### src/rtl/fir_wb_responder.sv
// fir_wb_responder: Wishbone classic responder wrapping a sequential-MAC FIR with input/output sample FIFOs.
module fir_wb_responder #(
    parameter int N = 4,
    parameter int DATA_WIDTH = 16
) (
    input  logic                  clk,
    input  logic                  rst,
    input  logic [3:0]            adr_i,
    input  logic [DATA_WIDTH-1:0] dat_i,
    output logic [DATA_WIDTH-1:0] dat_o,
    input  logic                  we_i,
    input  logic                  stb_i,
    input  logic                  cyc_i,
    output logic                  ack_o,
    output logic                  irq_o
);
    localparam int W = DATA_WIDTH;
    localparam int AW = 2 * W + 4;
    localparam logic [4:0] COEF_END = 5'(4 + N);
    localparam logic signed [AW-1:0] MAXV = AW'(2 ** (W - 1) - 1);
    localparam logic signed [AW-1:0] MINV = ~MAXV;
    localparam logic [1:0] IDLE = 2'd0;
    localparam logic [1:0] SHIFT = 2'd1;
    localparam logic [1:0] MAC = 2'd2;
    localparam logic [1:0] ROUND = 2'd3;

    logic [1:0] state;
    logic [3:0] k;
    logic en, ie, ovf, unf;
    logic signed [W-1:0] coef [N];
    logic signed [W-1:0] x [N];
    logic signed [AW-1:0] acc;
    logic [W-1:0] in_mem [4];
    logic [W-1:0] out_mem [4];
    logic [1:0] in_rd, in_wr, out_rd, out_wr;
    logic [2:0] in_cnt, out_cnt;

    logic req, is_coef, stall, go, wr, rd, clr;
    logic in_push, in_pop, in_acc, out_push, out_pop, st_wr;
    logic [3:0] cidx;
    logic signed [W-1:0] mac_x, mac_c, coef_rd;
    logic signed [2*W-1:0] prod;
    logic signed [AW-1:0] sh;
    logic [W-1:0] result, status, rdata;

    assign req = stb_i & cyc_i & ~ack_o;
    assign is_coef = ({1'b0, adr_i} >= 5'd4) && ({1'b0, adr_i} < COEF_END);
    assign cidx = adr_i - 4'd4;
    // Coefficient writes wait for the engine so a sample never sees a mixed coefficient set
    assign stall = we_i & is_coef & (state != IDLE);
    assign go = req & ~stall;
    assign wr = go & we_i;
    assign rd = go & ~we_i;
    assign clr = wr & (adr_i == 4'd0) & dat_i[1];
    assign st_wr = wr & (adr_i == 4'd1);
    assign in_push = wr & (adr_i == 4'd2);
    assign in_pop = state == SHIFT;
    assign in_acc = in_push & ((in_cnt != 3'd4) | in_pop);
    assign out_push = state == ROUND;
    assign out_pop = rd & (adr_i == 4'd3) & (out_cnt != 3'd0);
    assign irq_o = ie & en & (out_cnt != 3'd0);
    assign prod = mac_x * mac_c;
    assign sh = acc >>> (W - 1);
    assign result = sh > MAXV ? MAXV[W-1:0] : sh < MINV ? MINV[W-1:0] : sh[W-1:0];
    assign status = W'({out_cnt, unf, ovf, out_cnt == 3'd4, out_cnt == 3'd0,
                        in_cnt == 3'd4, in_cnt == 3'd0, state != IDLE});

    always_comb begin
        mac_x = '0;
        mac_c = '0;
        coef_rd = '0;
        for (int i = 0; i < N; i++) begin
            if (k == 4'(i)) begin
                mac_x = x[i];
                mac_c = coef[i];
            end
            if (cidx == 4'(i)) coef_rd = coef[i];
        end
    end

    always_comb begin
        rdata = '0;
        if (adr_i == 4'd0) rdata = W'({ie, 1'b0, en});
        else if (adr_i == 4'd1) rdata = status;
        else if (adr_i == 4'd3) rdata = out_cnt != 3'd0 ? out_mem[out_rd] : '0;
        else if (is_coef) rdata = coef_rd;
    end

    always_ff @(posedge clk or posedge rst) begin
        if (rst) begin
            ack_o <= 1'b0;
            dat_o <= '0;
            en <= 1'b0;
            ie <= 1'b0;
            ovf <= 1'b0;
            unf <= 1'b0;
            state <= IDLE;
            k <= '0;
            acc <= '0;
            in_rd <= '0;
            in_wr <= '0;
            in_cnt <= '0;
            out_rd <= '0;
            out_wr <= '0;
            out_cnt <= '0;
            for (int i = 0; i < N; i++) begin
                coef[i] <= '0;
                x[i] <= '0;
            end
        end else begin
            ack_o <= go;
            dat_o <= rd ? rdata : '0;
            if (wr && adr_i == 4'd0) {ie, en} <= {dat_i[2], dat_i[0]};
            for (int i = 0; i < N; i++)
                if (wr && is_coef && cidx == 4'(i)) coef[i] <= dat_i;
            if (clr) begin
                ovf <= 1'b0;
                unf <= 1'b0;
                state <= IDLE;
                k <= '0;
                acc <= '0;
                in_rd <= '0;
                in_wr <= '0;
                in_cnt <= '0;
                out_rd <= '0;
                out_wr <= '0;
                out_cnt <= '0;
                for (int i = 0; i < N; i++) x[i] <= '0;
            end else begin
                if (in_acc) begin
                    in_mem[in_wr] <= dat_i;
                    in_wr <= in_wr + 2'd1;
                end
                if (in_pop) in_rd <= in_rd + 2'd1;
                in_cnt <= in_cnt + 3'(in_acc) - 3'(in_pop);
                if (out_push) begin
                    out_mem[out_wr] <= result;
                    out_wr <= out_wr + 2'd1;
                end
                if (out_pop) out_rd <= out_rd + 2'd1;
                out_cnt <= out_cnt + 3'(out_push) - 3'(out_pop);
                ovf <= (ovf & ~(st_wr & dat_i[5])) | (in_push & ~in_acc);
                unf <= (unf & ~(st_wr & dat_i[6])) | (rd & (adr_i == 4'd3) & (out_cnt == 3'd0));
                if (state == IDLE) begin
                    if (en && in_cnt != 3'd0 && out_cnt != 3'd4) state <= SHIFT;
                end else if (state == SHIFT) begin
                    x[0] <= in_mem[in_rd];
                    for (int i = 1; i < N; i++) x[i] <= x[i-1];
                    acc <= '0;
                    k <= '0;
                    state <= MAC;
                end else if (state == MAC) begin
                    acc <= acc + {{4{prod[2*W-1]}}, prod};
                    k <= k + 4'd1;
                    if (k == 4'(N - 1)) state <= ROUND;
                end else begin
                    state <= IDLE;
                end
            end
        end
    end
endmodule

### config.mk
export PLATFORM = sky130hd
export DESIGN_NAME = fir_wb_responder
export DESIGN_NICKNAME = d
export VERILOG_FILES = /design/src/rtl/fir_wb_responder.sv
export SDC_FILE = /design/constraint.sdc
export NUM_CORES = 1
export LEC_CHECK = 0
export BUFFER_PORTS_ARGS = -buffer_cell sky130_fd_sc_hd__buf_2
export CORE_ASPECT_RATIO = 0.5
export CORE_MARGIN = 5
export CORE_UTILIZATION = 35
export DETAILED_ROUTE_END_ITERATION = 12
export PLACE_DENSITY = 0.58
export SLEW_MARGIN = 20
export SYNTH_ARGS = -nofsm -noshare
export SYNTH_HDL_FRONTEND = slang
export SYNTH_SLANG_ARGS = --single-unit
### constraint.sdc
create_clock -name clk -period 15.2 [get_ports clk]
set_input_delay 0.76 -clock clk [delete_from_list [all_inputs] [get_ports clk]]
set_output_delay 0.76 -clock clk [all_outputs]
set_load 0.05 [all_outputs]
==> results of run 1 <==
## worst max-delay path: cells and delay by family (launching register included)
| kind | cells | cell delay (ns) |
|---|---|---|
| simple gates | 7 | 1.31 |
| buf+inv | 6 | 0.81 |
| mux | 1 | 0.86 |
| xor+xnor | 2 | 0.42 |
| compound gates | 12 | 2.28 |
| flops | 1 | 0.43 |
| fa+ha+maj | 9 | 3.93 |
## layer usage
layer,global-route usage [%],up-vias
li1,-,8260
met1,26.2,9153
met2,26.2,529
met3,3.23,79
met4,3.38,0
met5,0,-
## worst paths after layout
| kind | depth (start not counted) | endpoint | start |
|---|---|---|---|
| setup reg to reg | 37 | acc[35] | k[0] |
| hold reg to reg | 2 | acc[4] | acc[4] |
| setup / recovery | 37 | acc[35] | k[0] |
| min in group clk | 2 | dat_o[9] | we_i |
| max in group asynchronous | 3 | acc[1] | rst |
| hold / removal | 2 | in_wr[1] | rst |
## cell usage after synthesis, types with 9 or more instances
master,instances,area (um^2)
a22oi_1,46,345
inv_1,336,1260
dfrtp_1,205,5130
fa_1,265,5310
clkbuf_1,75,282
edfxtp_1,128,3840
mux4_2,46,1040
ha_1,138,1730
nand2_1,343,1290
nand2b_1,22,138
o21bai_1,10,75.1
xnor2_1,48,420
mux2i_1,30,300
and2_1,21,131
mux2_2,87,980
buf_1,9,33.8
buf_2,9,45.0
o21ai_0,152,761
a21o_1,30,225
nor2b_1,12,75.1
xor2_1,23,201
o21ai_1,9,45.0
nor3_1,19,95.1
or2_2,10,62.6
a21oi_1,86,430
nor2_1,200,751
nand3_1,17,85.1
## cell usage in the layout, fill, tap and decap left out, types with 85 or more instances in the layout
cell	n
inv_1	335
a21oi_1	85
nand2_1	342
mux2_2	87
fa_1	265
nor2_1	199
o21ai_0	152
edfxtp_1	128
ha_1	138
dfrtp_1	205
## power groups by stage
stage | Sequential, mW | Combinational [mW] | Clock (mW)
final | 1.30 | 3.85 | 0.922
after detailed placement | 1.31 | 3.81 | 0
after global placement | 1.31 | 3.80 | 0
after global routing | 1.32 | 4.27 | 0.978
after floorplan | 1.24 | 2.71 | 0
after CTS | 1.30 | 3.86 | 0.944
## final cells by class
class                      instances  share of cell area (%)
tap                              972                    4.25
sequential                       333                    31.4
timing repair buffer              80                    1.75
clock buffer                      44                    3.33
inverter                         336                    4.45
multi-input combinational       1715                    53.9
clock inverter                    20                   0.954
## logic make-up (layout without fill, tap and decap cells)
family,count (synthesis),after routing,synth area share (%)
AO/OA/AOI/OAI,407,407,9.77
XOR/XNOR,71,71,2.40
adder cells (fa/ha/maj),403,403,27.1
buffers and inverters,429,480,6.25
flip-flops,333,333,34.6
multiplexers,163,163,8.93
AND/OR/NAND/NOR,671,671,11.0
## state kept, by name (all words and copies together) (netlist names), 3 cells and up
signal / cells
out_cnt: 3
out_mem: 64
in_cnt: 3
in_mem: 64
coef: 64
dat_o: 16
acc: 36
k: 4
x: 64
==> results.md, run 1 <==
* # DRC at 0
* Setup_tns at 0 ns
* Worst rel slew slack at 27.1%
* CTS tree: done
* Setup Skew at 0.0343 ns
* Power Density at 212 nW/um^2
* Final core occ at 39.1%
* Crit-path most repeated cell: fa_1
* TritonRoute pass-1 iters at 7
* Tcrit/Tclk final at 67.0%
* Data arrival, critical path at 10.65 ns
* Initial antenna violation count at 0
* Slowest CP cell: mux2i_1
* Dpl cell area at 27400 um^2
* Post-synth EDFFs at 128
* Combinational power share at 63.4%
* Synth warnings at 0
* Fin area at 28600 um^2
* RSZ-0062 raised after global routing: false
* Initial DRC Count at 1339
* GRT overflow at 0
* Worst path max stage delay at 0.86 ns
* Register bit count reported by yosys at 333
* Fraction of layout cells with a size suffix above 1 at 11.9%
* WL met3 at 4740 um
* GRT Total Usage at 17.4%
* Antenna diode count at 0
* PortBufs at 42
* Die Y at 203 um
* H-Tree Depth at 2
* Row count at 70
* Reg clk slew, reported paths at 0.07 ns
* Layout area overhead at 10.2%
* Critical Path Source Type: flop
* TritonCTS Buffers at 36
* Final hold violation count at 0
* Fmax at 0.0982 GHz
* Worst R2R Setup Slack at 5.02 ns
* Setup WS pre-CTS at 5.11 ns
* Min-delay worst type: input pin to asynchronous set/reset pin
* DP HPWL at 51000 um
* Max-Cap Viols at 0
* Drt total wl at 68500 um
* WL met2 at 29800 um
* Outcome: complete, no violations
* DP Cell Count at 3436
* Setup WS post-layout at 5.02 ns
* M1 wire length at 32900 um
* Psw at 2.94 mW
* Share of synthesized registers carrying an async set or reset at 61.6%
* Leakage power at 12.9 nW
* Initial core utilization at 35.4%
* Multi-input gate area at 15400 um^2
* Mapped Nets at 2905
* Crit. End Element: flop
* Fill count at 7201
* Minimum clock period at 10.18 ns
* Routed Antenna Nets at 0
* Max layer used: met4
* Global-route wire length before repair at 109000 um
* DR vias/cell at 5.15
* Seq/Total Area, Yosys at 34.6%
* Via total after detailed routing at 18021
* Clk sink count at 333
* CTS Buffer Depth at 3
* Flop pwr share at 21.4%
* CTS Root Cell: clkbuf_16
* Yosys cell types at 67
* Largest net degree at the start of global routing at 142
* Vias in the first global route at 18378
* Register area at 8970 um^2
* # IOs at 43
* Post-layout nets at 2930
* Max Fanout on Critical Path at 64
* Setup Buffers After CTS at 0
* Die width at 395 um
* Sw Ratio at 48.5%
* Avg WL per Cell at 19.6 um
* Hold Buf Count CTS at 0
* Synth Flop Type: dfrtp_1
* Clk_lat worst skew at 0.56 ns
* WS Path Type: flop to flop
* Post-cts resize count at 0
* Clock power frac at 15.2%
* Die area at 80000 um^2
* Pint at 3.12 mW
* Pins Over Slew Limit at 0
* Actual slew at the worst max-slew pin at 1.06 ns
* # setup viols final at 0
* Worst hold margin at 0.347 ns
* Core box area at 73200 um^2
* Synth Cell Area at 25900 um^2
* Mean Syn Cell Area at 10.5 um^2
* Worst path required time at 15.67 ns
* Final cell count without fillers at 3500
* Cells after Synth at 2477
* Peak VDD IR at 0.000115 V
* Final GP Congestion at 0.899
* Overall power at 6.07 mW
No activity file was read; power rests on OpenSTA's default activity.
==> run 2: changes to the inputs <==
==> constraint.sdc (replaced) <==
create_clock -name clk -period 10.1 [get_ports clk]
set_input_delay 0.505 -clock clk [delete_from_list [all_inputs] [get_ports clk]]
set_output_delay 0.505 -clock clk [all_outputs]
set_load 0.05 [all_outputs]
==> run 2 against run 1 <==
Clock skew shrank 0.0039 ns. Global-route usage down 0.096 points. Sequential cell count did not move. Register-to-register slack worse by 4.5 ns. Power rose by 57%. Setup slack got worse by 4.5 ns. Design area is 2.3% higher. Via count increased by 0.42%. Non-clock buffer count up 83. Count of clock-buffer cells in the layout unchanged. Utilization is 0.89 points higher. Hold slack got worse by 0.26 ns. Highest routed layer is now met5.
==> results.md, run 2 (same netlist as run 1, synthesis figures left out) <==
* # DRC at 0 (unchanged)
* Slowest CP cell: mux2i_1
* Die Y at 203 um (unchanged)
* Min-delay worst type: input pin to asynchronous set/reset pin
* Peak VDD IR at 0.000211 V (+84%)
* Die width at 395 um (unchanged)
* Most common library cell in the layout ignoring fill and taps: nand2_1
* PortBufs at 42 (unchanged)
* # IOs at 43 (unchanged)
* Final cell count without fillers at 3581 (+2.3%)
* WS Path Type: flop to flop
* Via total after detailed routing at 18096 (+0.42%)
* Worst path required time at 10.54 ns (-5.13 ns)
* Post-layout nets at 3012 (+2.8%)
* Max Fanout on Critical Path at 18 (-72%)
* Worst rel slew slack at 30.2% (+3.1 points)
* Setup Skew at 0.0304 ns (-0.00390 ns)
* DR vias/cell at 5.05 (-1.9%)
* H-Tree Depth at 2 (unchanged)
* Final GP Congestion at 0.903 (+0.43%)
* Max-Cap Viols at 0 (unchanged)
* Pins Over Slew Limit at 0 (unchanged)
* Drt total wl at 68100 um (-0.58%)
* DP Cell Count at 3519 (+2.4%)
* Tcrit/Tclk final at 94.8% (+28 points)
* Outcome: complete, no violations
* Routed Antenna Nets at 0 (unchanged)
* Minimum clock period at 9.57 ns (-0.605 ns)
* Crit-path most repeated cell: fa_1
* Data arrival, critical path at 10.01 ns (-0.64 ns)
* Core box area at 73200 um^2 (unchanged)
* Clk sink count at 333 (unchanged)
* CTS Root Cell: clkbuf_16
* Vias in the first global route at 18502 (+0.67%)
* TritonRoute pass-1 iters at 5 (-2)
* # setup viols final at 0 (unchanged)
* Fmax at 0.104 GHz (+6.3%)
* DP HPWL at 53100 um (+3.9%)
* Avg WL per Cell at 19.0 um (-2.8%)
* Leakage power at 13.3 nW (+3.1%)
* Layout area overhead at 12.7%
* Initial core utilization at 35.4% (unchanged)
* Setup_tns at 0 ns (unchanged)
* Reg clk slew, reported paths at 0.06 ns (about the same)
* Largest net degree at the start of global routing at 115 (-19%)
* TritonCTS Buffers at 35 (-2.8%)
* Power Density at 325 nW/um^2 (+53%)
* Die area at 80000 um^2 (unchanged)
* Global-route wire length before repair at 109000 um (-0.20%)
* Hold Buf Count CTS at 0 (unchanged)
* Actual slew at the worst max-slew pin at 1.04 ns (-0.0185 ns)
* CTS tree: done
* Antenna diode count at 0 (unchanged)
* GRT overflow at 0 (unchanged)
* Setup WS post-layout at 0.527 ns (-4.49 ns)
* Clk_lat worst skew at 0.55 ns (about the same)
* Most frequent cells in the layout: 342 x nand2_1, 335 x inv_1, 264 x fa_1
* Row count at 70 (unchanged)
* Final core occ at 39.9% (+0.89 points)
* Crit. End Element: flop
* Final hold violation count at 0 (unchanged)
* Fraction of layout cells with a size suffix above 1 at 15.0% (+3.0 points)
* CTS Buffer Depth at 3 (unchanged)
* Setup WS pre-CTS at 0.372 ns (-4.73 ns)
* Initial DRC Count at 1537 (+15%)
* GRT Total Usage at 17.3% (-0.096 points)
* Critical Path Source Type: flop
* Initial antenna violation count at 1 (+1)
* Worst path max stage delay at 0.72 ns (-0.14 ns)
run 2: path summary, 6_finish.rpt:
check / from / to / slack [ns] / cells after the start
worst max-delay path: k[0] / acc[35] / 0.53 / 37
max in group asynchronous: rst / acc[5] / 8.61 / 3
worst max register to register: k[0] / acc[35] / 0.53 / 37
min in group clk: we_i / dat_o[9] / 0.20 / 2
worst min register to register: acc[4] / acc[4] / 0.49 / 2
worst min-delay path: rst / in_cnt[2] / 0.09 / 2
run 2: per-layer routing:
| metal | share of wire (%) | vias up | global-route usage [%] | routed length [um] |
|---|---|---|---|---|
| met5 | 0.012 | - | 0 | 8 |
| met4 | 2.0 | 2 | 3.68 | 1330 |
| met3 | 7.1 | 88 | 3.82 | 4860 |
| met2 | 43 | 482 | 25.7 | 29300 |
| met1 | 48 | 9104 | 25.8 | 32600 |
| li1 | - | 8420 | - | - |
run 2: final cells by class:
class	count	area [um^2]
sequential	333	8970
fill	7135	44000
tap	972	1220
multi-input combinational	1715	15500
clock inverter	18	159
inverter	336	1270
clock buffer	44	930
timing repair buffer	163	1230
run 2: per-stage QoR:
step           area [um^2]  total power [mW]  hold WS [ns]
4_1_cts              29200              9.54         0.135
5_1_grt              29200              10.3         0.178
3_5_place_dp         28100              8.19         0.476
3_3_place_gp         28100              8.17         0.470
2_1_floorplan        25900              5.96         0.450
6_report             29200              9.51        0.0878
run 2: where the power goes:
group          total [mW]  switching, mW  internal (mW)
Clock                1.26          0.566          0.691
Sequential           1.95          0.233           1.72
Combinational        6.30           3.68           2.62
run 2: worst max-delay path, delay by kind of cell (launching register included):
family	cells	cell delay, ns
AND/OR/NAND/NOR	6	1.26
buffers and inverters	5	0.72
flip-flops	1	0.43
XOR/XNOR	2	0.37
multiplexers	1	0.72
AO/OA/AOI/OAI	14	2.14
adder cells (fa/ha/maj)	9	3.80
run 2: repair_timing:
action                                  4_1_cts  5_1_grt
gates resized for setup                       0       22
buffers inserted                              0        0
endpoints found under the setup margin        0       13
==> run 3: changes to the inputs <==
--- a/config.mk
+++ b/config.mk
@@ -8,9 +8,10 @@
 export BUFFER_PORTS_ARGS = -buffer_cell sky130_fd_sc_hd__buf_2
 export CORE_ASPECT_RATIO = 0.5
 export CORE_MARGIN = 5
-export CORE_UTILIZATION = 35
+export CORE_UTILIZATION = 50
 export DETAILED_ROUTE_END_ITERATION = 12
-export PLACE_DENSITY = 0.58
+export GPL_TIMING_DRIVEN = 0
+export PLACE_DENSITY = 0.75
 export SLEW_MARGIN = 20
 export SYNTH_ARGS = -nofsm -noshare
 export SYNTH_HDL_FRONTEND = slang
==> run 3 against run 2 <==
Critical path depth grew 4. Register-to-register slack worse by 0.26 ns. Sequential cell count is the same. Hold slack improved by 0.060 ns. Critical endpoint is now acc[31]. Maximum frequency fell by 2.6%. Die area down 29%. Design area shrank 0.67%.
==> results.md, run 3 (same netlist as run 1, synthesis figures left out) <==
* FF-to-FF Start: k[0]
* Register area at 8970 um^2 (about the same)
* Setup WS post-layout at 0.268 ns (-0.259 ns)
* Fraction of layout cells with a size suffix above 1 at 14.5% (-0.44 points)
* Die Y at 171 um (-16%)
* CTS tree: done
* Min-delay worst type: input pin to flop
* Reg clk slew, reported paths at 0.07 ns (about the same)
* Initial antenna violation count at 0 (-1)
* Minimum clock period at 9.83 ns (+0.259 ns)
* Data arrival, critical path at 10.29 ns (+0.28 ns)
* Setup WS pre-CTS at -1.32 ns (-1.70 ns)
* Crit-path most repeated cell: fa_1
* # setup viols final at 0 (unchanged)
* DP HPWL at 54400 um (+2.5%)
* Multi-input gate area at 15900 um^2 (+2.5%)
* Critical Path Source: k[0]
* CTS Root Cell: clkbuf_16
* TritonCTS Buffers at 31 (-11%)
* Worst r2r dst: acc[31]
* Final GP Congestion at 0.972 (+7.7%)
* DR vias/cell at 5.81 (+15%)
* Slowest CP cell: fa_1
* Global-route wire length before repair at 113000 um (+3.4%)
* Fmax at 0.102 GHz (-2.6%)
* Core box area at 51700 um^2 (-29%)
* Initial DRC Count at 2186 (+42%)
* Leakage power at 13.2 nW (-0.93%)
* Layout area overhead at 12.0%
* Setup_tns at 0 ns (unchanged)
* Critical Path Source Type: flop
* WS Path Type: flop to flop
* Routed Antenna Nets at 0 (unchanged)
* Worst path required time at 10.56 ns (+0.02 ns)
* Actual slew at the worst max-slew pin at 1.23 ns (+0.183 ns)
* Drt total wl at 71500 um (+5.0%)
* H-Tree Depth at 1 (-1)
* Row count at 59 (-16%)
* Max Fanout on Critical Path at 10 (-8)
* Via total after detailed routing at 19222 (+6.2%)
* Final core occ at 56.2% (+16 points)
* # DRC at 0 (unchanged)
* GRT overflow at 0 (unchanged)
* TritonRoute pass-1 iters at 7 (+2)
* Largest net degree at the start of global routing at 83 (-28%)
* Initial core utilization at 50.2% (+15 points)
* Cell count of the worst reg-to-reg path at 41 (+11%)
* Most common library cell in the layout ignoring fill and taps: nand2_1
* Avg WL per Cell at 21.6 um (+14%)
* Critical Path End: acc[31]
* Overall power at 9.49 mW (-0.19%)
* Final hold violation count at 0 (unchanged)
* Outcome: complete, no violations
* Max-Cap Viols at 0 (unchanged)
* Worst R2R Setup Slack at 0.27 ns (-0.26 ns)
* Die area at 56800 um^2 (-29%)
* Clk sink count at 333 (unchanged)
* Worst path max stage delay at 0.57 ns (-0.15 ns)
* Die width at 332 um (-16%)
* Clk_lat worst skew at 0.60 ns (+0.05 ns)
* Fill count at 4261 (-40%)
* Setup Skew at 0.0126 ns (-0.0178 ns)
* Worst rel slew slack at 15.8% (-14 points)
* GRT Total Usage at 25.3% (+8.0 points)
* Power Density at 327 nW/um^2 (+0.49%)
* Peak VDD IR at 0.000161 V (-24%)
* Tcrit/Tclk final at 97.3% (+2.6 points)
* # IOs at 43 (unchanged)
* Most frequent cells in the layout: 342 x nand2_1, 335 x inv_1, 264 x fa_1
* Post-layout nets at 3008 (-0.13%)
* Pins Over Slew Limit at 0 (unchanged)
* CTS Buffer Depth at 3 (unchanged)
* Vias in the first global route at 19849 (+7.3%)
* Crit. End Element: flop
* PortBufs at 40 (-4.8%)
==> run 3: changes by cell type in the layout (fill, tap and decap cells not counted), sizes merged, moves of 3 or more <==
| cell | delta |
|---|---|
| buf | -66 |
| clkbuf | +56 |
| clkinvlp | +3 |
| bufinv | +4 |
==> run 3: final cells by class <==
| class | count | share of cell area, % |
|---|---|---|
| plain buffers | 89 | 1.50 |
| diodes | 1 | 0.00861 |
| flip-flops and latches | 333 | 30.9 |
| multi-input cells | 1715 | 54.6 |
| repair buffers | 74 | 1.89 |
| clock buffers | 35 | 2.79 |
| inverters | 336 | 4.37 |
| clock inverters | 23 | 0.956 |
| well taps | 701 | 3.02 |
==> run 3: worst min-delay path by stage <==
stage           start  endpoint  slack (ns)  cells after the start
6_report         we_i  dat_o[9]        0.15                      2
5_1_grt          we_i  dat_o[9]        0.14                      2
3_3_place_gp     x[0]      x[0]        0.47                      2
4_1_cts          we_i  dat_o[9]        0.12                      2
2_1_floorplan    x[0]      x[0]        0.45                      2
3_5_place_dp   acc[8]    acc[8]        0.48                      2
==> run 3: worst max-delay path, delay by kind of cell, from the launching register on <==
family          cells  cell delay [ns]
simple gates        7             1.18
compound gates     14             2.12
fa+ha+maj           9             3.89
flops               1             0.47
buf+inv             8             1.14
xor+xnor            2             0.41
mux                 1             0.44
==> run 3: metal layers <==
layer / track usage [%] / vias up / part of all wire, %
met3: 5.25 / 167 / 8.9
met1: 35.0 / 9732 / 42
li1: - / 8417 / -
met5: 0 / - / 0
met2: 40.6 / 906 / 45
met4: 8.23 / 0 / 3.6
==> run 3: power breakdown <==
part	leakage (nW)	switching (mW)	total, mW	internal, mW
Clock	0.528	0.561	1.27	0.713
Combinational	8.78	3.85	6.26	2.41
Sequential	3.87	0.238	1.95	1.72
==> run 3: what timing repair did <==
action | CTS | global route
buffers inserted | 8 | 22
cloned | 0 | 0
pin swaps | 1 | 11
endpoints found under the setup margin | 20 | 16
hold buffers | 1 | 0
hold endpoints to repair | 50 | 0
gates resized for setup | 112 | 75
==> run 3: metrics by stage <==
stage	std cells	cell area [um^2]	hold slack, ns
final	3307	29100	0.148
after global routing	3306	29000	0.142
after CTS	3286	28700	0.124
after detailed placement	3221	27100	0.477
after global placement	3218	27000	0.466
after floorplan	2477	25900	0.450
